File: config.mk
export PLATFORM = sky130hd
export DESIGN_NAME = lc3_control_fsm
export DESIGN_NICKNAME = d
export VERILOG_FILES = /design/src/rtl/lc3_ctrl_pkg.sv /design/src/rtl/lc3_mem_timer.sv /design/src/rtl/lc3_control_fsm.sv
export SDC_FILE = /design/constraint.sdc
export NUM_CORES = 1
export LEC_CHECK = 0
export BUFFER_PORTS_ARGS = -buffer_cell sky130_fd_sc_hd__buf_2
export CAP_MARGIN = 20
export CORE_MARGIN = 4
export CORE_UTILIZATION = 40
export DETAILED_ROUTE_END_ITERATION = 10
export PLACE_DENSITY = 0.73
export RECOVER_POWER = 100
export SKIP_LAST_GASP = 1
export SYNTH_ARGS = -nofsm -noshare
export SYNTH_HDL_FRONTEND = slang
export SYNTH_HIERARCHICAL = 1
export SYNTH_SLANG_ARGS = --single-unit
File: constraint.sdc
create_clock -name Clk -period 2.6 [get_ports Clk]
set_clock_uncertainty 0.05 [all_clocks]
set_input_delay 0.39 -clock Clk [delete_from_list [all_inputs] [get_ports Clk]]
set_output_delay 0.39 -clock Clk [all_outputs]
set_load 0.005 [all_outputs]
File: src/rtl/lc3_ctrl_pkg.sv
// Shared types and encodings for the LC-3 control sequencer.
package lc3_ctrl_pkg;

    typedef enum logic [4:0] {
        S_HALTED,
        S_FETCH1,
        S_FETCH2,
        S_FETCH3,
        S_DECODE,
        S_ADD,
        S_AND,
        S_NOT,
        S_BR_CHK,
        S_BR_TAKE,
        S_JMP,
        S_JSR1,
        S_JSR2,
        S_LDR1,
        S_LDR2,
        S_LDR3,
        S_STR1,
        S_STR2,
        S_STR3,
        S_PAUSE_IR1,
        S_PAUSE_IR2
    } state_t;

    localparam logic [3:0] OP_BR  = 4'b0000;
    localparam logic [3:0] OP_ADD = 4'b0001;
    localparam logic [3:0] OP_JSR = 4'b0100;
    localparam logic [3:0] OP_AND = 4'b0101;
    localparam logic [3:0] OP_LDR = 4'b0110;
    localparam logic [3:0] OP_STR = 4'b0111;
    localparam logic [3:0] OP_NOT = 4'b1001;
    localparam logic [3:0] OP_JMP = 4'b1100;
    localparam logic [3:0] OP_PSE = 4'b1101;

    localparam logic [1:0] ALUK_ADD   = 2'b00;
    localparam logic [1:0] ALUK_AND   = 2'b01;
    localparam logic [1:0] ALUK_NOT   = 2'b10;
    localparam logic [1:0] ALUK_PASSA = 2'b11;

    localparam logic [1:0] PCMUX_PC1   = 2'b00;
    localparam logic [1:0] PCMUX_BUS   = 2'b01;
    localparam logic [1:0] PCMUX_ADDER = 2'b10;

    localparam logic [1:0] ADDR2_ZERO  = 2'b00;
    localparam logic [1:0] ADDR2_OFF6  = 2'b01;
    localparam logic [1:0] ADDR2_OFF9  = 2'b10;
    localparam logic [1:0] ADDR2_OFF11 = 2'b11;

    function automatic logic is_mem_state(input state_t s);
        return (s == S_FETCH2) || (s == S_LDR2) || (s == S_STR3);
    endfunction

endpackage

File: src/rtl/lc3_mem_timer.sv
// Wait counter for SRAM states: cleared on entry, counts up, saturates at the last cycle.
module lc3_mem_timer #(
    parameter int MEM_WAIT = 2
) (
    input  logic i_clk,
    input  logic i_rst,
    input  logic i_start,
    input  logic i_enable,
    output logic o_done
);

    localparam logic [2:0] LP_LAST = 3'(MEM_WAIT - 1);

    logic [2:0] r_cnt;

    always_ff @(posedge i_clk or posedge i_rst) begin
        if (i_rst) begin
            r_cnt <= '0;
        end else if (i_start) begin
            r_cnt <= '0;
        end else if (i_enable && (r_cnt != LP_LAST)) begin
            r_cnt <= r_cnt + 3'd1;
        end
    end

    assign o_done = (r_cnt == LP_LAST);

endmodule

File: src/rtl/lc3_control_fsm.sv
// Moore sequencer for the LC-3 datapath: fetch, decode and execute with timed SRAM access.
// state       | meaning
// HALTED      | idle after reset, waits for Run
// FETCH1..3   | MAR<-PC, PC++ / SRAM read (MEM_WAIT) / IR<-MDR
// DECODE      | BEN load, dispatch on IR[15:12]
// ADD/AND/NOT | ALU op into DR, set CC
// BR_CHK/TAKE | test BEN / PC<-PC+off9
// JMP         | PC<-BaseR
// JSR1/2      | R7<-PC / PC<-PC+off11
// LDR1..3     | MAR<-BaseR+off6 / SRAM read / DR<-MDR
// STR1..3     | MAR<-BaseR+off6 / MDR<-SR / SRAM write
// PAUSE_IR1/2 | wait Continue high, then low
module lc3_control_fsm
    import lc3_ctrl_pkg::*;
#(
    parameter int MEM_WAIT = 2
) (
    input  logic        Clk,
    input  logic        Reset,
    input  logic        Run,
    input  logic        Continue,
    input  logic [15:0] IR,
    input  logic        BEN,
    output logic        GATEPC,
    output logic        GATEMDR,
    output logic        GATEALU,
    output logic        GATEMARMUX,
    output logic        LD_MAR,
    output logic        LD_MDR,
    output logic        LD_IR,
    output logic        LD_PC,
    output logic        LD_CC,
    output logic        LD_BEN,
    output logic        LD_REG,
    output logic        MIO_EN,
    output logic        DRMUX,
    output logic        SR1MUX,
    output logic        SR2MUX,
    output logic        ADDR1MUX,
    output logic [1:0]  PCMUX,
    output logic [1:0]  ADDR2MUX,
    output logic [1:0]  ALUK,
    output logic        Mem_CE_N,
    output logic        Mem_OE_N,
    output logic        Mem_WE_N,
    output logic        Paused
);

    state_t r_state;
    state_t w_state_next;
    logic   w_mem_done;
    logic   w_timer_start;
    logic   w_timer_enable;
    logic   w_unused_ir;

    // Only the opcode and the immediate flag are consumed here.
    assign w_unused_ir = ^{IR[11:6], IR[4:0]};

    assign w_timer_enable = is_mem_state(r_state);
    assign w_timer_start  = is_mem_state(w_state_next) && (w_state_next != r_state);

    lc3_mem_timer #(
        .MEM_WAIT (MEM_WAIT)
    ) u_mem_timer (
        .i_clk    (Clk),
        .i_rst    (Reset),
        .i_start  (w_timer_start),
        .i_enable (w_timer_enable),
        .o_done   (w_mem_done)
    );

    always_ff @(posedge Clk or posedge Reset) begin
        if (Reset) begin
            r_state <= S_HALTED;
        end else begin
            r_state <= w_state_next;
        end
    end

    always_comb begin
        w_state_next = r_state;
        case (r_state)
            S_HALTED:    if (Run) w_state_next = S_FETCH1;
            S_FETCH1:    w_state_next = S_FETCH2;
            S_FETCH2:    if (w_mem_done) w_state_next = S_FETCH3;
            S_FETCH3:    w_state_next = S_DECODE;
            S_DECODE: begin
                case (IR[15:12])
                    OP_ADD:  w_state_next = S_ADD;
                    OP_AND:  w_state_next = S_AND;
                    OP_NOT:  w_state_next = S_NOT;
                    OP_BR:   w_state_next = S_BR_CHK;
                    OP_JMP:  w_state_next = S_JMP;
                    OP_JSR:  w_state_next = S_JSR1;
                    OP_LDR:  w_state_next = S_LDR1;
                    OP_STR:  w_state_next = S_STR1;
                    OP_PSE:  w_state_next = S_PAUSE_IR1;
                    default: w_state_next = S_FETCH1;
                endcase
            end
            S_ADD, S_AND, S_NOT, S_BR_TAKE, S_JMP, S_JSR2, S_LDR3:
                         w_state_next = S_FETCH1;
            S_BR_CHK:    w_state_next = BEN ? S_BR_TAKE : S_FETCH1;
            S_JSR1:      w_state_next = S_JSR2;
            S_LDR1:      w_state_next = S_LDR2;
            S_LDR2:      if (w_mem_done) w_state_next = S_LDR3;
            S_STR1:      w_state_next = S_STR2;
            S_STR2:      w_state_next = S_STR3;
            S_STR3:      if (w_mem_done) w_state_next = S_FETCH1;
            S_PAUSE_IR1: if (Continue) w_state_next = S_PAUSE_IR2;
            S_PAUSE_IR2: if (!Continue) w_state_next = S_FETCH1;
            default:     w_state_next = S_HALTED;
        endcase
    end

    always_comb begin
        GATEPC     = 1'b0;
        GATEMDR    = 1'b0;
        GATEALU    = 1'b0;
        GATEMARMUX = 1'b0;
        LD_MAR     = 1'b0;
        LD_MDR     = 1'b0;
        LD_IR      = 1'b0;
        LD_PC      = 1'b0;
        LD_CC      = 1'b0;
        LD_BEN     = 1'b0;
        LD_REG     = 1'b0;
        MIO_EN     = 1'b0;
        DRMUX      = 1'b0;
        SR1MUX     = 1'b0;
        SR2MUX     = 1'b0;
        ADDR1MUX   = 1'b0;
        PCMUX      = PCMUX_PC1;
        ADDR2MUX   = ADDR2_ZERO;
        ALUK       = ALUK_ADD;
        Mem_CE_N   = 1'b1;
        Mem_OE_N   = 1'b1;
        Mem_WE_N   = 1'b1;
        Paused     = 1'b0;
        case (r_state)
            S_FETCH1: begin
                GATEPC = 1'b1;
                LD_MAR = 1'b1;
                PCMUX  = PCMUX_PC1;
                LD_PC  = 1'b1;
            end
            S_FETCH2, S_LDR2: begin
                Mem_CE_N = 1'b0;
                Mem_OE_N = 1'b0;
                MIO_EN   = 1'b1;
                LD_MDR   = w_mem_done;
            end
            S_FETCH3: begin
                GATEMDR = 1'b1;
                LD_IR   = 1'b1;
            end
            S_DECODE: LD_BEN = 1'b1;
            S_ADD, S_AND, S_NOT: begin
                SR1MUX  = 1'b1;
                SR2MUX  = IR[5];
                GATEALU = 1'b1;
                LD_REG  = 1'b1;
                LD_CC   = 1'b1;
                ALUK    = (r_state == S_ADD) ? ALUK_ADD :
                          (r_state == S_AND) ? ALUK_AND : ALUK_NOT;
            end
            S_BR_TAKE: begin
                ADDR1MUX = 1'b0;
                ADDR2MUX = ADDR2_OFF9;
                PCMUX    = PCMUX_ADDER;
                LD_PC    = 1'b1;
            end
            S_JMP: begin
                SR1MUX   = 1'b1;
                ADDR1MUX = 1'b1;
                ADDR2MUX = ADDR2_ZERO;
                PCMUX    = PCMUX_ADDER;
                LD_PC    = 1'b1;
            end
            S_JSR1: begin
                GATEPC = 1'b1;
                DRMUX  = 1'b1;
                LD_REG = 1'b1;
            end
            S_JSR2: begin
                ADDR1MUX = 1'b0;
                ADDR2MUX = ADDR2_OFF11;
                PCMUX    = PCMUX_ADDER;
                LD_PC    = 1'b1;
            end
            S_LDR1, S_STR1: begin
                SR1MUX     = 1'b1;
                ADDR1MUX   = 1'b1;
                ADDR2MUX   = ADDR2_OFF6;
                GATEMARMUX = 1'b1;
                LD_MAR     = 1'b1;
            end
            S_LDR3: begin
                GATEMDR = 1'b1;
                LD_REG  = 1'b1;
                LD_CC   = 1'b1;
            end
            // Store data is passed through the ALU from SR = IR[11:9].
            S_STR2: begin
                SR1MUX  = 1'b0;
                ALUK    = ALUK_PASSA;
                GATEALU = 1'b1;
                MIO_EN  = 1'b0;
                LD_MDR  = 1'b1;
            end
            S_STR3: begin
                Mem_CE_N = 1'b0;
                Mem_WE_N = 1'b0;
            end
            S_PAUSE_IR1, S_PAUSE_IR2: Paused = 1'b1;
            default: ;
        endcase
    end

endmodule

==> results of run 1 <==
through the flow:
| stage | setup slack [ns] | hold slack, ns | cell area, um^2 | power (mW) |
|---|---|---|---|---|
| floorplan | 0.595 | 0.0936 | 1190 | 1.12 |
| global placement | 0.285 | 0.217 | 1360 | 1.40 |
| detailed placement | 0.308 | 0.219 | 1360 | 1.41 |
| CTS | 0.236 | 0.482 | 1390 | 1.51 |
| global route | 0.0304 | 0.497 | 1370 | 1.63 |
| finish | 0.174 | 0.489 | 1370 | 1.47 |
flip-flops by register name, summed over array words and instances (netlist names):
| signal | cells |
|---|---|
| r_state | 5 |
| u_mem_timer/r_cnt | 3 |
area by class of cell:
class	count	area [um^2]
multi-input cells	134	846
clock buffers	3	22.5
flip-flops and latches	8	200
inverters	15	56.3
fillers	311	1440
well taps	31	38.8
repair buffers	41	201
synthesized netlist by cell type (4+ instances only):
master / count / share of area [%]
nor3_1: 4 / 1.7
nand3_1: 5 / 2.1
ha_1: 6 / 6.3
nand2b_1: 6 / 3.2
dfrtp_1: 8 / 17
a21oi_1: 17 / 7.1
o21ai_0: 6 / 2.5
nor2_1: 19 / 6.0
nand2_1: 16 / 5.0
inv_1: 12 / 3.8
buf_2: 5 / 2.1
worst max path at each step:
stage	endpoint	slack [ns]	depth (start not counted)
2_1_floorplan	u_mem_timer/r_cnt[2]	0.59	8
3_3_place_gp	u_mem_timer/r_cnt[1]	0.28	9
3_5_place_dp	u_mem_timer/r_cnt[2]	0.31	9
4_1_cts	LD_MDR	0.24	5
5_1_grt	Mem_CE_N	0.03	7
6_report	u_mem_timer/r_cnt[1]	0.17	6
critical path, delay by kind of cell (launching register included):
kind            cells  cell delay, ns
flops               1            0.60
compound gates      4            0.94
simple gates        2            0.69
cell usage in the layout (no fill, tap or decap), drive strengths merged, types with 4 or more instances in the layout:
cell type / instances
buf: 23
clkbuf: 20
nor2: 19
a21oi: 18
nand2: 16
inv: 15
dfrtp: 8
o21ai: 8
nand2b: 7
ha: 6
nand3: 5
nor3: 4
cells by family (layout without fill, tap and decap cells):
| group | Yosys count | count (layout) | synth area share (%) |
|---|---|---|---|
| DFF | 8 | 8 | 16.8 |
| other | 1 | 1 | 0.315 |
| xor gates and xnor gates | 6 | 6 | 4.41 |
| muxes | 3 | 3 | 2.52 |
| buffers and inverters | 29 | 59 | 11.9 |
| adders and majority gates | 6 | 6 | 6.30 |
| AOI/OAI and AO/OA | 45 | 45 | 24.5 |
| and+or+nand+nor | 73 | 73 | 33.3 |
metal layers:
metal	global-route usage, %	wire length, um	vias up
li1	-	-	656
met1	20.1	1430	575
met2	23.4	1330	48
met3	2.70	208	2
met4	3.86	14	0
met5	0	0	-
report_power, final:
group	switching, mW	total (mW)	internal, mW	leakage (nW)
logic	0.590	1.06	0.467	0.538
clock network	0.0365	0.0890	0.0524	0.0138
registers	0.148	0.323	0.175	0.105
==> key figures, run 1 <==
Outcome
  – Run status: complete, no violations

Setup path
  – CP required: 2.66 ns
  – Critical path class: reg -> reg
  – Reg2Reg Depth: 6
  – Reg-to-reg startpoint: r_state[0]
  – CP max-delay cell: dfrtp_1
  – Startpoint Class: flop
  – CP peak stage delay: 0.60 ns
  – Crit path DAT: 2.48 ns
  – Critical Path End Type: flop
  – CP Cell Sequence: and3b_1 -> o21ai_0 -> o221ai_1 -> or3_1 -> a211oi_2 -> a311oi_1
  – Reg-to-Reg End: u_mem_timer/r_cnt[1]
  – R2R setup slack: 0.17 ns
  – Crit path from: r_state[0]
  – Critical path peak fanout: 17

Synthesis
  – Post-Synthesis Cell Area: 1190 um^2
  – Top_reg_cell synth: dfrtp_1
  – Avg Cell Area, Syn: 6.97 um^2
  – Cells after Synth: 171
  – Warning count from the yosys run: 6
  – Synthesis-stage register bit count: 8
  – Sequential area share after synthesis: 16.8%
  – Post-synth EDFFs: 0
  – Syn nets: 198
  – Ys async rst share: 100%
  – Post-synth cell types: 52

GRT
  – GRT Residual Overflow: 0
  – Total GRT Usage: 14.6%
  – Antenna violations before repair: 0
  – Number of global-route vias before repair: 1120
  – First-pass GRT wire length: 4930 um
  – Maximum number of pins on one net before global-route repair: 18

Finish
  – Non-Filler Instances: 232
  – # diodes: 0
  – Layout cells sized above 1: 18.4%
  – Nets: 230
  – Final core utilization: 48.7%
  – Area Growth Syn to Fin: 14.6%

Floorplan
  – I/O pin count: 47
  – Die area: 3920 um^2
  – Die height: 62.6 um
  – CORE AREA: 2810 um^2
  – Row cnt: 19
  – Die width: 62.6 um
  – Starting density of the core: 42.5%

Drt
  – Drt via density: 5.52
  – Final wirelength: 2980 um
  – Final antenna-violating net count: 0
  – Drc violations: 0
  – Initial drt markers: 95
  – Drt wl/cell: 12.8 um
  – Vias: 1281
  – Pre-Repair DR Iteration Count: 4

Timing
  – Final hold violation count: 0
  – Slew HR: 58.2%
  – Crit share post-route: 93.3%
  – Worst-margin pin slew: 0.626 ns
  – RSZ-0062 raised after global routing: no
  – Final-report setup violation count: 0
  – Max Freq: 412 MHz
  – Final Slew Violations: 0
  – Setup tns final: 0 ns
  – Min Tclk post-route: 2.43 ns

Clock network
  – Hold_buf cts: 1
  – CTS H-Tree Depth: 1
  – Clock buffer depth: 2
  – Worst-skew pair later-pin latency: 0.25 ns
  – CTS Buf Count: 3
  – Clock transition at the registers of the reported paths: 0.05 ns
  – Post-CTS Repair Setup Buffers: 0
  – Root buffer cell: clkbuf_4
  – Clock Sinks: 8
  – CTS tree: yes
  – CTS resizes: 0

Flow run
  – MaxCap Viol Count: 0

Place
  – Post-DP HPWL: 2380 um
  – Dpl cells: 228
  – Final GP Congestion: 0.858
  – Buffers added on ports: 34

Min path
  – Hold WC Path Type: in -> async

Power
  – Pwr dens: 1080 nW/um^2
  – VDD IR-drop max: 0.000518 V
  – Lkg Pwr: 0.657 nW
(Power assumes the default switching activity.)
==> inputs of run 2 (changes only) <==
Settings changed: CTS_BUF_LIST set to sky130_fd_sc_hd__clkbuf_2, MAX_ROUTING_LAYER set to met4.
==> key figures, run 2 (same netlist as run 1, synthesis figures left out) <==
Setup path
  – Reg-to-reg startpoint: r_state[0]
  – Critical Path End Type: flop
  – CP max-delay cell: dfrtp_1
  – Critical path peak fanout: 17
  – Reg-to-Reg End: u_mem_timer/r_cnt[1]
  – Crit path DAT: 2.48 ns
  – CP Cell Sequence: and3b_1 -> o21ai_0 -> o221ai_1 -> or3_1 -> a211oi_2 -> a311oi_1
  – Critical path class: reg -> reg
  – CP peak stage delay: 0.61 ns
  – R2R setup slack: 0.16 ns
  – CP required: 2.64 ns
  – Startpoint Class: flop
  – Reg2Reg Depth: 6

Place
  – Dpl cells: 228
  – Buffers added on ports: 34
  – Final GP Congestion: 0.872
  – Post-DP HPWL: 2380 um

Clock network
  – Clock buffer depth: 2
  – CTS tree: yes
  – Clock transition at the registers of the reported paths: 0.07 ns
  – CTS H-Tree Depth: 1
  – Root buffer cell: clkbuf_2
  – Post-CTS Repair Setup Buffers: 0
  – Worst-skew pair later-pin latency: 0.22 ns
  – Clock Sinks: 8
  – CTS Buf Count: 3

Power
  – VDD IR-drop max: 0.000516 V
  – Part of the power in registers: 22.2%
  – Int Pwr: 673 uW
  – Switching fraction of total power: 53.6%
  – Gate power share: 73.1%
  – Switching pwr: 778 uW
  – Clock power share: 4.7%
  – Pwr dens: 1070 nW/um^2
  – Lkg Pwr: 0.655 nW

Flow run
  – MaxCap Viol Count: 0

Timing
  – Final-report setup violation count: 0
  – Final hold violation count: 0
  – Setup tns final: 0 ns
  – Max Freq: 410 MHz
  – Slew HR: 58.5%
  – Min Tclk post-route: 2.44 ns
  – RSZ-0062 raised after global routing: no
  – Crit share post-route: 93.9%
  – Final Slew Violations: 0
  – Worst-margin pin slew: 0.623 ns

Finish
  – Most frequent cells in the layout: nor2_1 (19), buf_2 (19), a21oi_1 (17)
  – Max FFs per register: 5
  – Filler cells: 309
  – Biggest regs: r_state: 5 flops, u_mem_timer/r_cnt: 3 flops
  – Layout cells sized above 1: 18.4%
  – Nets: 230
  – Non-Filler Instances: 232
  – Area Growth Syn to Fin: 14.0%
  – Top reg by flops: r_state
  – # diodes: 0

Floorplan
  – Starting density of the core: 42.5%
  – Die area: 3920 um^2
  – CORE AREA: 2810 um^2
  – Die width: 62.6 um
  – Die height: 62.6 um
  – I/O pin count: 47
  – Row cnt: 19

GRT
  – GRT Residual Overflow: 0
  – Number of global-route vias before repair: 1125
  – First-pass GRT wire length: 4930 um
  – Maximum number of pins on one net before global-route repair: 18
  – Antenna violations before repair: 0
  – Total GRT Usage: 15.0%

Min path
  – Hold WC Path Type: in -> async

Drt
  – Drc violations: 0
  – Final wirelength: 2990 um
  – Pre-Repair DR Iteration Count: 4
  – Vias: 1287
  – Initial drt markers: 98
  – Drt via density: 5.55
  – Drt wl/cell: 12.9 um
  – Final antenna-violating net count: 0

Outcome
  – Run status: complete, no violations
## run 2: power by group through the flow
stage / Clock [mW] / Sequential, mW / Combinational, mW
after global placement: 0 / 0.326 / 1.07
after detailed placement: 0 / 0.326 / 1.08
after floorplan: 0 / 0.213 / 0.909
after global routing: 0.0790 / 0.341 / 1.19
after CTS: 0.0737 / 0.323 / 1.09
final: 0.0679 / 0.322 / 1.06
## run 2: area by class of cell
cell class                      instances  area (um^2)  share of cell area [%]
Multi-Input combinational cell        134          846                    62.3
Timing Repair Buffer                   41          201                    14.8
Sequential cell                         8          200                    14.7
Inverter                               15         56.3                    4.15
Tap cell                               31         38.8                    2.86
Clock buffer                            3         15.0                    1.11
## run 2: worst max-delay path, delay by kind of cell, from the launching register on
kind / cells / cell delay [ns]
compound gates: 4 / 0.95
simple gates: 2 / 0.68
flops: 1 / 0.61
## run 2: worst max path at each step
stage | from | to | slack [ns] | depth (start not counted)
after global placement | IR[12] | u_mem_timer/r_cnt[1] | 0.28 | 9
final | r_state[0] | u_mem_timer/r_cnt[1] | 0.16 | 6
after floorplan | IR[12] | u_mem_timer/r_cnt[2] | 0.59 | 8
after global routing | r_state[2] | Mem_CE_N | 0.04 | 7
after CTS | r_state[0] | LD_MDR | 0.25 | 5
after detailed placement | IR[12] | u_mem_timer/r_cnt[2] | 0.31 | 9
## run 2: per-layer routing
metal	GRT usage, %	part of all wire (%)	up-vias
met3	2.70	6.9	2
met1	20.1	47	578
met2	23.4	45	52
met4	3.86	0.47	0
li1	-	-	655
met5	-	0	-
## run 2: timing repair
item | CTS | global route
hold buffers | 1 | 0
endpoints found under the hold margin | 7 | 0
gates resized for setup | 0 | 0
## run 2: metrics by stage
step                      power [mW]  hold WS [ns]  cell area (um^2)  util, %  setup WS, ns
after detailed placement        1.41         0.219              1360     48.5         0.308
after global routing            1.61         0.503              1360     48.4        0.0366
after floorplan                 1.12        0.0936              1190        -         0.595
after global placement          1.40         0.217              1360     48.5         0.285
final                           1.45         0.509              1360     48.4         0.159
after CTS                       1.48         0.496              1390     49.4         0.247
